[src/rtl/icache_refill_ctrl.sv]
// I-cache line refill sequencer: stalls fetch on a miss, bursts one line from memory into the cache.
// Optional build macro ICACHE_CWF_EN selects critical-word-first fill order.
module icache_refill_ctrl #(
  parameter int LINE_WORDS = 4,
  parameter int ADDR_W     = 32
) (
  input  logic              Clk,
  input  logic              Rst,
  input  logic              Imiss,
  input  logic [ADDR_W-1:0] MissAddr,
  input  logic              FlushPipeandPC,
  output logic              PCStall,
  output logic              IF_ID_Flush,
  output logic              RefillBusy,
  output logic              MemReq,
  output logic [ADDR_W-1:0] MemAddr,
  input  logic              MemAck,
  input  logic              MemRValid,
  input  logic [31:0]       MemRData,
  output logic              CacheWe,
  output logic [ADDR_W-1:0] CacheWAddr,
  output logic [31:0]       CacheWData,
  output logic              CacheValidSet
);

  localparam int IDX_W = $clog2(LINE_WORDS);
  localparam int OFF_W = IDX_W + 2;
  localparam logic [ADDR_W-1:0] BASE_MASK = {{(ADDR_W-OFF_W){1'b1}}, {OFF_W{1'b0}}};

  typedef enum logic [1:0] {IDLE, REQ, FILL, DONE} state_t;

  state_t            state;
  logic [ADDR_W-1:0] line_base;
  logic [IDX_W-1:0]  cnt;
  logic [IDX_W-1:0]  start_idx;
  logic              drop;

  logic              miss_start;
  logic              beat;
  logic              last_beat;
  logic [IDX_W-1:0]  widx;
  logic [IDX_W-1:0]  miss_idx;
  logic [ADDR_W-1:0] miss_base;

  // Line base has its offset bits cleared, so OR-ing the word offset in is an add.
  function automatic logic [ADDR_W-1:0] word_addr(input logic [ADDR_W-1:0] base,
                                                  input logic [IDX_W-1:0]  idx);
    word_addr = base | {{(ADDR_W-OFF_W){1'b0}}, idx, 2'b00};
  endfunction

  assign miss_start = (state == IDLE) && Imiss && !FlushPipeandPC;
  assign beat       = (state == FILL) && MemRValid;
  assign last_beat  = beat && (cnt == IDX_W'(LINE_WORDS - 1));
  assign widx       = start_idx + cnt;
  assign miss_base  = MissAddr & BASE_MASK;

`ifdef ICACHE_CWF_EN
  assign miss_idx = MissAddr[OFF_W-1:2];
`else
  assign miss_idx = '0;
`endif

  // Stall is combinational so the miss cycle itself holds the PC; gated so reset forces it low.
  assign PCStall     = Rst && ((state != IDLE) || miss_start);
  assign IF_ID_Flush = PCStall;
  assign CacheWe     = beat;
  assign CacheWAddr  = word_addr(line_base, widx);
  assign CacheWData  = beat ? MemRData : 32'd0;

  always_ff @(posedge Clk or negedge Rst) begin
    if (!Rst) begin
      state         <= IDLE;
      line_base     <= '0;
      start_idx     <= '0;
      cnt           <= '0;
      drop          <= 1'b0;
      MemReq        <= 1'b0;
      MemAddr       <= '0;
      RefillBusy    <= 1'b0;
      CacheValidSet <= 1'b0;
    end else begin
      case (state)
        IDLE: begin
          CacheValidSet <= 1'b0;
          if (miss_start) begin
            state      <= REQ;
            line_base  <= miss_base;
            start_idx  <= miss_idx;
            cnt        <= '0;
            MemAddr    <= word_addr(miss_base, miss_idx);
            MemReq     <= 1'b1;
            RefillBusy <= 1'b1;
          end
        end
        REQ: begin
          if (FlushPipeandPC) drop <= 1'b1;
          if (MemAck) begin
            state  <= FILL;
            cnt    <= '0;
            MemReq <= 1'b0;
          end
        end
        FILL: begin
          if (FlushPipeandPC) drop <= 1'b1;
          if (beat) cnt <= cnt + 1'b1;
          // A redirect on the final beat still counts as stale.
          if (last_beat) begin
            state         <= DONE;
            CacheValidSet <= !(drop || FlushPipeandPC);
          end
        end
        DONE: begin
          state         <= IDLE;
          drop          <= 1'b0;
          CacheValidSet <= 1'b0;
          RefillBusy    <= 1'b0;
        end
        default: begin
          state      <= IDLE;
          MemReq     <= 1'b0;
          RefillBusy <= 1'b0;
        end
      endcase
    end
  end

endmodule

[config.mk]
export PLATFORM = sky130hd
export DESIGN_NAME = icache_refill_ctrl
export DESIGN_NICKNAME = d
export VERILOG_FILES = /design/src/rtl/icache_refill_ctrl.sv
export SDC_FILE = /design/constraint.sdc
export NUM_CORES = 1
export LEC_CHECK = 0
export BUFFER_PORTS_ARGS = -buffer_cell sky130_fd_sc_hd__clkbuf_2
export CORE_MARGIN = 8
export CORE_UTILIZATION = 25
export DETAILED_ROUTE_END_ITERATION = 10
export GPL_TIMING_DRIVEN = 0
export MAX_ROUTING_LAYER = met4
export SLEW_MARGIN = 20
export SYNTH_ARGS = -nofsm -noshare
export SYNTH_HDL_FRONTEND = slang
export SYNTH_SLANG_ARGS = --single-unit
[constraint.sdc]
create_clock -name Clk -period 2.87 [get_ports Clk]
set_input_delay 0.4305 -clock Clk [delete_from_list [all_inputs] [get_ports Clk]]
set_output_delay 0.4305 -clock Clk [all_outputs]
set_load 0.01 [all_outputs]
==> results of run 1 <==
-- worst max path at each step --
stage / startpoint / end / slack [ns] / cells past startpoint
after floorplan: state[0]$_DFFE_PN0P_ / CacheWData[0] / 1.24 / 5
after global placement: Rst / PCStall / 0.71 / 4
after detailed placement: Rst / PCStall / 0.74 / 4
after CTS: state[0]$_DFFE_PN0P_ / CacheWData[3] / 0.57 / 6
after global routing: state[0]$_DFFE_PN0P_ / CacheWData[3] / 0.41 / 6
final: state[0]$_DFFE_PN0P_ / CacheWData[3] / 0.61 / 6
-- report_power, final --
group	leakage, nW	internal [mW]	switching [mW]
sequential	0.434	0.755	0.189
clock	0.0645	0.307	0.179
combinational	1.35	0.935	0.822
total	1.85	2.00	1.19
-- flip-flops by register name, summed over array words and instances (netlist names) --
register	cells
CacheValidSet	1
state	2
drop	1
cnt	2
RefillBusy	1
MemAddr	28
MemReq	1
-- through the flow --
| stage | power (mW) | worst slack [ns] |
|---|---|---|
| 4_1_cts | 3.25 | 0.569 |
| 6_report | 3.19 | 0.607 |
| 3_3_place_gp | 2.71 | 0.711 |
| 5_1_grt | 3.44 | 0.411 |
| 2_1_floorplan | 2.02 | 1.24 |
| 3_5_place_dp | 2.76 | 0.737 |
-- placed cells by master, fill, tap and decap left out, drive strengths merged --
| master | count |
|---|---|
| a31oi | 1 |
| ha | 6 |
| o32a | 1 |
| a32o | 1 |
| buf | 40 |
| a211oi | 1 |
| nor2b | 3 |
| o41ai | 1 |
| clkbuf | 173 |
| nor2 | 1 |
| o21ai | 3 |
| mux2i | 1 |
| nand2 | 5 |
| and3 | 32 |
| mux2 | 29 |
| o2bb2ai | 1 |
| a21oi | 2 |
| nand3b | 1 |
| a22o | 1 |
| inv | 5 |
| bufinv | 1 |
| o22ai | 1 |
| conb | 6 |
| nand2b | 1 |
| and2 | 2 |
| dfrtp | 36 |
| a21o | 1 |
-- cells by family (layout without fill, tap and decap cells) --
group | after synthesis | in the layout | share of synthesized area (%)
other cells | 1 | 6 | 0.185
flops | 36 | 36 | 44.4
fa+ha+maj | 6 | 6 | 3.70
mux | 30 | 30 | 16.6
compound gates | 14 | 14 | 5.36
simple gates | 45 | 45 | 13.6
buf+inv | 51 | 219 | 16.2
-- final cells by class --
cell class,instances,share of cell area [%]
Inverter,5,0.604
Timing Repair Buffer,160,25.8
Tap cell,105,4.23
Sequential cell,36,29.0
Buffer,46,9.99
Clock inverter,1,0.967
Clock buffer,7,3.10
Multi-Input combinational cell,101,26.3
-- worst max-delay path, delay by kind of cell (launching register included) --
kind / cells / cell delay (ns)
buffers and inverters: 4 / 0.74
flip-flops: 1 / 0.43
AND/OR/NAND/NOR: 1 / 0.24
adder cells (fa/ha/maj): 1 / 0.14
-- metal layers --
layer / wire length (um) / up-vias / GRT usage, %
met5: 0 / - / -
met3: 512 / 6 / 3.33
met1: 2250 / 857 / 10.8
li1: - / 925 / -
met4: 99 / 0 / 4.12
met2: 3170 / 80 / 19.2
==> impl_metrics.env, run 1 <==
export IMPL_htreeDepth=2
export IMPL_relSlewSlack_pct=39.5
export IMPL_synth_edf_count=0
export IMPL_rsz0062_at_grt="false"
export IMPL_worstPathCellList="inv_1 -> ha_1 -> buf_2 -> clkbuf_1 -> and3_1 -> clkbuf_2"
export IMPL_avgSynthCellArea_um2=11.1
export IMPL_async_reset_ff_share_pct=100
export IMPL_power_density_nw_per_um2=1030
export IMPL_synth_seq_area_share_pct=44.4
export IMPL_core_area_um2=8050
export IMPL_max_vdd_ir_drop_mv=0.266
export IMPL_final_seq_area_um2=901
export IMPL_grtUsageTotal_pct=10.8
export IMPL_r2r_end="MemAddr[8]$_DFFE_PN0P_"
export IMPL_hold_path_class="input pin to async pin"
export IMPL_final_fill_count=863
export IMPL_path_clk_slew_ns=0.07
export IMPL_yosys_top_cells_area="dfrtp_1 44%, mux2_2 16%, buf_4 13%"
export IMPL_finalSetupTns_ns=0
export IMPL_reg2reg_slack_ns=1.20
export IMPL_fin_cells=461
export IMPL_routabilityCongestion=0.769
export IMPL_hold_viol=0
export IMPL_port_buffers=160
export IMPL_fin_skew_ns=0.00400
export IMPL_clock_latency_ns=0.29
export IMPL_drcViolationCount=0
export IMPL_synth_seq_cells=36
export IMPL_finalCritPeriodShare_pct=78.9
export IMPL_dieArea_um2=11300
export IMPL_syn_cell_area_um2=2030
export IMPL_synth_main_ff_cell="dfrtp_1"
export IMPL_avgRoutedWirePerCell_um=13.1
export IMPL_die_w_um=106
export IMPL_cts_root_buf="clkbuf_8"
export IMPL_die_y_um=106
export IMPL_setup_viol=0
export IMPL_fmax_mhz=442
export IMPL_post_dp_hpwl_mm=5.14
export IMPL_fin_area_um2=3110
export IMPL_synth_common_cells="36 x dfrtp_1, 35 x buf_4, 32 x and3_1"
export IMPL_cts_tree="done"
export IMPL_rr_worst_depth=5
export IMPL_synthToLayoutAreaGrowth_pct=53.1
export IMPL_arrival_ns=1.83
export IMPL_vias=1868
export IMPL_netlist_instances=183
export IMPL_rows=33
export IMPL_grt_overflow=0
export IMPL_drt_iter0_markers=81
export IMPL_grt_max_degree=38
export IMPL_grt_first_pass_wirelength_mm=9.67
export IMPL_grt_pass1_vias=1964
export IMPL_status="complete, no violations"
export IMPL_post_cts_buffers=0
export IMPL_hold_buffers=0
export IMPL_clockBufferDepth=2
export IMPL_max_slew_worst_pin_slew_ns=0.908
export IMPL_start_kind="flip-flop"
export IMPL_path_max_fanout=10
export IMPL_multi_input_area_um2=818
export IMPL_layout_drive_gt1_share_pct=67.7
export IMPL_cts_resized=0
export IMPL_nets=431
export IMPL_max_cap_violations=0
export IMPL_yosysTopAreaCellShare_pct=44.4
export IMPL_required_ns=2.44
export IMPL_dpl_cell_area_um2=2980
export IMPL_cellLeakagePower_nw=1.85
export IMPL_insertedDiodeCount=0
export IMPL_path_class="flip-flop to output port"
export IMPL_drtAntennaViolNets=0
export IMPL_cp_slowest_cell="dfrtp_1"
export IMPL_holdWs_ns=0.268
export IMPL_r2r_start="state[0]$_DFFE_PN0P_"
export IMPL_end_kind="output port"
export IMPL_netlist_cell_type_count=29
export IMPL_ios=172
export IMPL_start_util_pct=25.2
export IMPL_final_util_pct=38.6
export IMPL_first_pass_iters=4
export IMPL_cts_sinks=36
export IMPL_antenna_found_initial=0
export IMPL_cts_buffers=5
export IMPL_routed_wl_mm=6.04
export IMPL_placedCellCount=453
export IMPL_ys_warn_count=0
export IMPL_max_stage_delay_ns=0.43
export IMPL_synth_most_common_cell="dfrtp_1"
export IMPL_yosys_area_top_type="dfrtp_1"
export IMPL_slew_viol_final=0
export IMPL_finalCriticalPeriod_ns=2.26
export IMPL_vias_per_cell=4.05
Note: power is estimated with default switching activity, not from simulation.
==> inputs of run 2 (changes only) <==
==> constraint.sdc (replaced) <==
create_clock -name Clk -period 1.8 [get_ports Clk]
set_input_delay 0.27 -clock Clk [delete_from_list [all_inputs] [get_ports Clk]]
set_output_delay 0.27 -clock Clk [all_outputs]
set_load 0.01 [all_outputs]
==> impl_metrics.env, run 2 (same netlist as run 1, synthesis figures left out) <==
export IMPL_status="complete, no violations"
export IMPL_finalSetupTns_ns=0
export IMPL_start_kind="flip-flop"
export IMPL_swShare_pct=36.4
export IMPL_layout_commonest_cell="clkbuf_2"
export IMPL_regMostFlops="MemAddr"
export IMPL_grt_first_pass_wirelength_mm=9.85
export IMPL_vias=1928
export IMPL_pwr_share_clk_pct=14.0
export IMPL_path_class="flip-flop to output port"
export IMPL_finalCriticalPeriod_ns=1.74
export IMPL_hold_viol=0
export IMPL_grtUsageTotal_pct=11.0
export IMPL_post_dp_hpwl_mm=5.14
export IMPL_fin_skew_ns=0.00525
export IMPL_drtAntennaViolNets=0
export IMPL_max_vdd_ir_drop_mv=0.454
export IMPL_top_regs="MemAddr x28, cnt x2, state x2"
export IMPL_max_cap_violations=0
export IMPL_cts_tree="done"
export IMPL_clock_latency_ns=0.28
export IMPL_grt_max_degree=37
export IMPL_largest_reg_flops=28
export IMPL_setup_viol=0
export IMPL_first_pass_iters=4
export IMPL_power_total_mw=5.52
export IMPL_routabilityCongestion=0.769
export IMPL_die_w_um=106
export IMPL_slew_viol_final=0
export IMPL_finalCritPeriodShare_pct=96.4
export IMPL_grt_overflow=0
export IMPL_switchingPower_mw=2.01
export IMPL_nets=440
export IMPL_htreeDepth=2
export IMPL_avgRoutedWirePerCell_um=13.5
export IMPL_final_fill_count=837
export IMPL_cp_slowest_cell="dfrtp_2"
export IMPL_insertedDiodeCount=0
export IMPL_hold_path_class="input pin to flip-flop"
export IMPL_path_clk_slew_ns=0.07
export IMPL_required_ns=1.53
export IMPL_arrival_ns=1.47
export IMPL_cts_buffers=5
export IMPL_cts_sinks=36
export IMPL_die_y_um=106
export IMPL_dieArea_um2=11300
export IMPL_drcViolationCount=0
export IMPL_internal_power_mw=3.51
export IMPL_end_kind="output port"
export IMPL_cellLeakagePower_nw=1.93
export IMPL_final_cell_mix="155 x clkbuf_2, 40 x buf_4, 35 x dfrtp_1"
export IMPL_fmax_mhz=576
export IMPL_antenna_found_initial=0
export IMPL_path_max_fanout=5
export IMPL_worstPathCellList="ha_4 -> buf_8 -> clkbuf_16 -> and3_1 -> clkbuf_2"
export IMPL_layout_drive_gt1_share_pct=71.2
export IMPL_drt_iter0_markers=83
export IMPL_routed_wl_mm=6.33
export IMPL_core_area_um2=8050
export IMPL_vias_per_cell=4.10
export IMPL_max_stage_delay_ns=0.45
export IMPL_seqPwrFrac_pct=27.4
export IMPL_power_frac_comb_pct=58.6
export IMPL_cts_root_buf="clkbuf_8"
export IMPL_power_density_nw_per_um2=1670
export IMPL_clockBufferDepth=2
export IMPL_final_util_pct=41.1
export IMPL_synthToLayoutAreaGrowth_pct=63.0
export IMPL_grt_pass1_vias=1994
export IMPL_port_buffers=160
export IMPL_start_util_pct=25.2
export IMPL_ios=172
export IMPL_rows=33
[run 2: final timing paths]
path                                         from                      end  slack (ns)  cells after the start
hold / removal                       MissAddr[15]  MemAddr[15]$_DFFE_PN0P_        0.21                      2
max in group asynchronous                     Rst     state[1]$_DFFE_PN0P_        1.08                      3
hold reg to reg            RefillBusy$_DFFE_PN0P_   RefillBusy$_DFFE_PN0P_        0.50                      1
setup reg to reg             state[0]$_DFFE_PN0P_     state[1]$_DFFE_PN0P_        0.08                      6
setup / recovery             state[1]$_DFFE_PN0P_            CacheWData[1]        0.06                      5
min in group asynchronous                     Rst  MemAddr[23]$_DFFE_PN0P_        0.52                      3
[run 2: timing repair]
item / in CTS / in global routing
cloned: 0 / 2
endpoints found under the setup margin: 31 / 32
gates resized for setup: 12 / 19
hold buffers: 2 / 0
hold endpoints to repair: 36 / 0
pin swaps: 0 / 2
setup buffers: 3 / 2
[run 2: area by class of cell]
class	count	area (um2)	area share, %
clock buffers	7	96.3	2.91
inverters	5	18.8	0.567
repair buffers	169	927	28.0
well taps	105	131	3.97
flip-flops and latches	36	902	27.3
clock inverters	1	30.0	0.908
multi-input cells	101	856	25.9
plain buffers	46	347	10.5
[run 2: metal layers]
layer	routed length, um	track usage, %	share of wire [%]
met1	2440	11.2	39
met5	0	-	0
met2	3300	19.5	52
met3	490	3.15	7.7
met4	99	4.12	1.6
[run 2: power groups by stage]
stage               Combinational [mW]  Clock, mW  Sequential [mW]
finish                            3.24      0.773             1.51
global placement                  2.82          0             1.50
floorplan                         1.58          0             1.65
CTS                               3.02      0.801             1.50
detailed placement                2.87          0             1.53
global route                      3.54      0.827             1.58
[run 2: worst max-delay path, delay by kind of cell (launching register included)]
family                   cells  cell delay, ns
AND/OR/NAND/NOR              1            0.15
adder cells (fa/ha/maj)      1            0.18
flip-flops                   1            0.45
buffers and inverters        3            0.39
[run 2: metrics by stage]
stage	area (um2)	hold slack, ns	setup slack, ns	cells
floorplan	2050	-0.0256	0.269	188
global placement	2980	0.466	-0.0378	453
detailed placement	2980	0.457	-0.0150	453
CTS	3190	0.200	-0.0196	466
global route	3310	0.206	-0.00287	470
finish	3310	0.210	0.0639	470
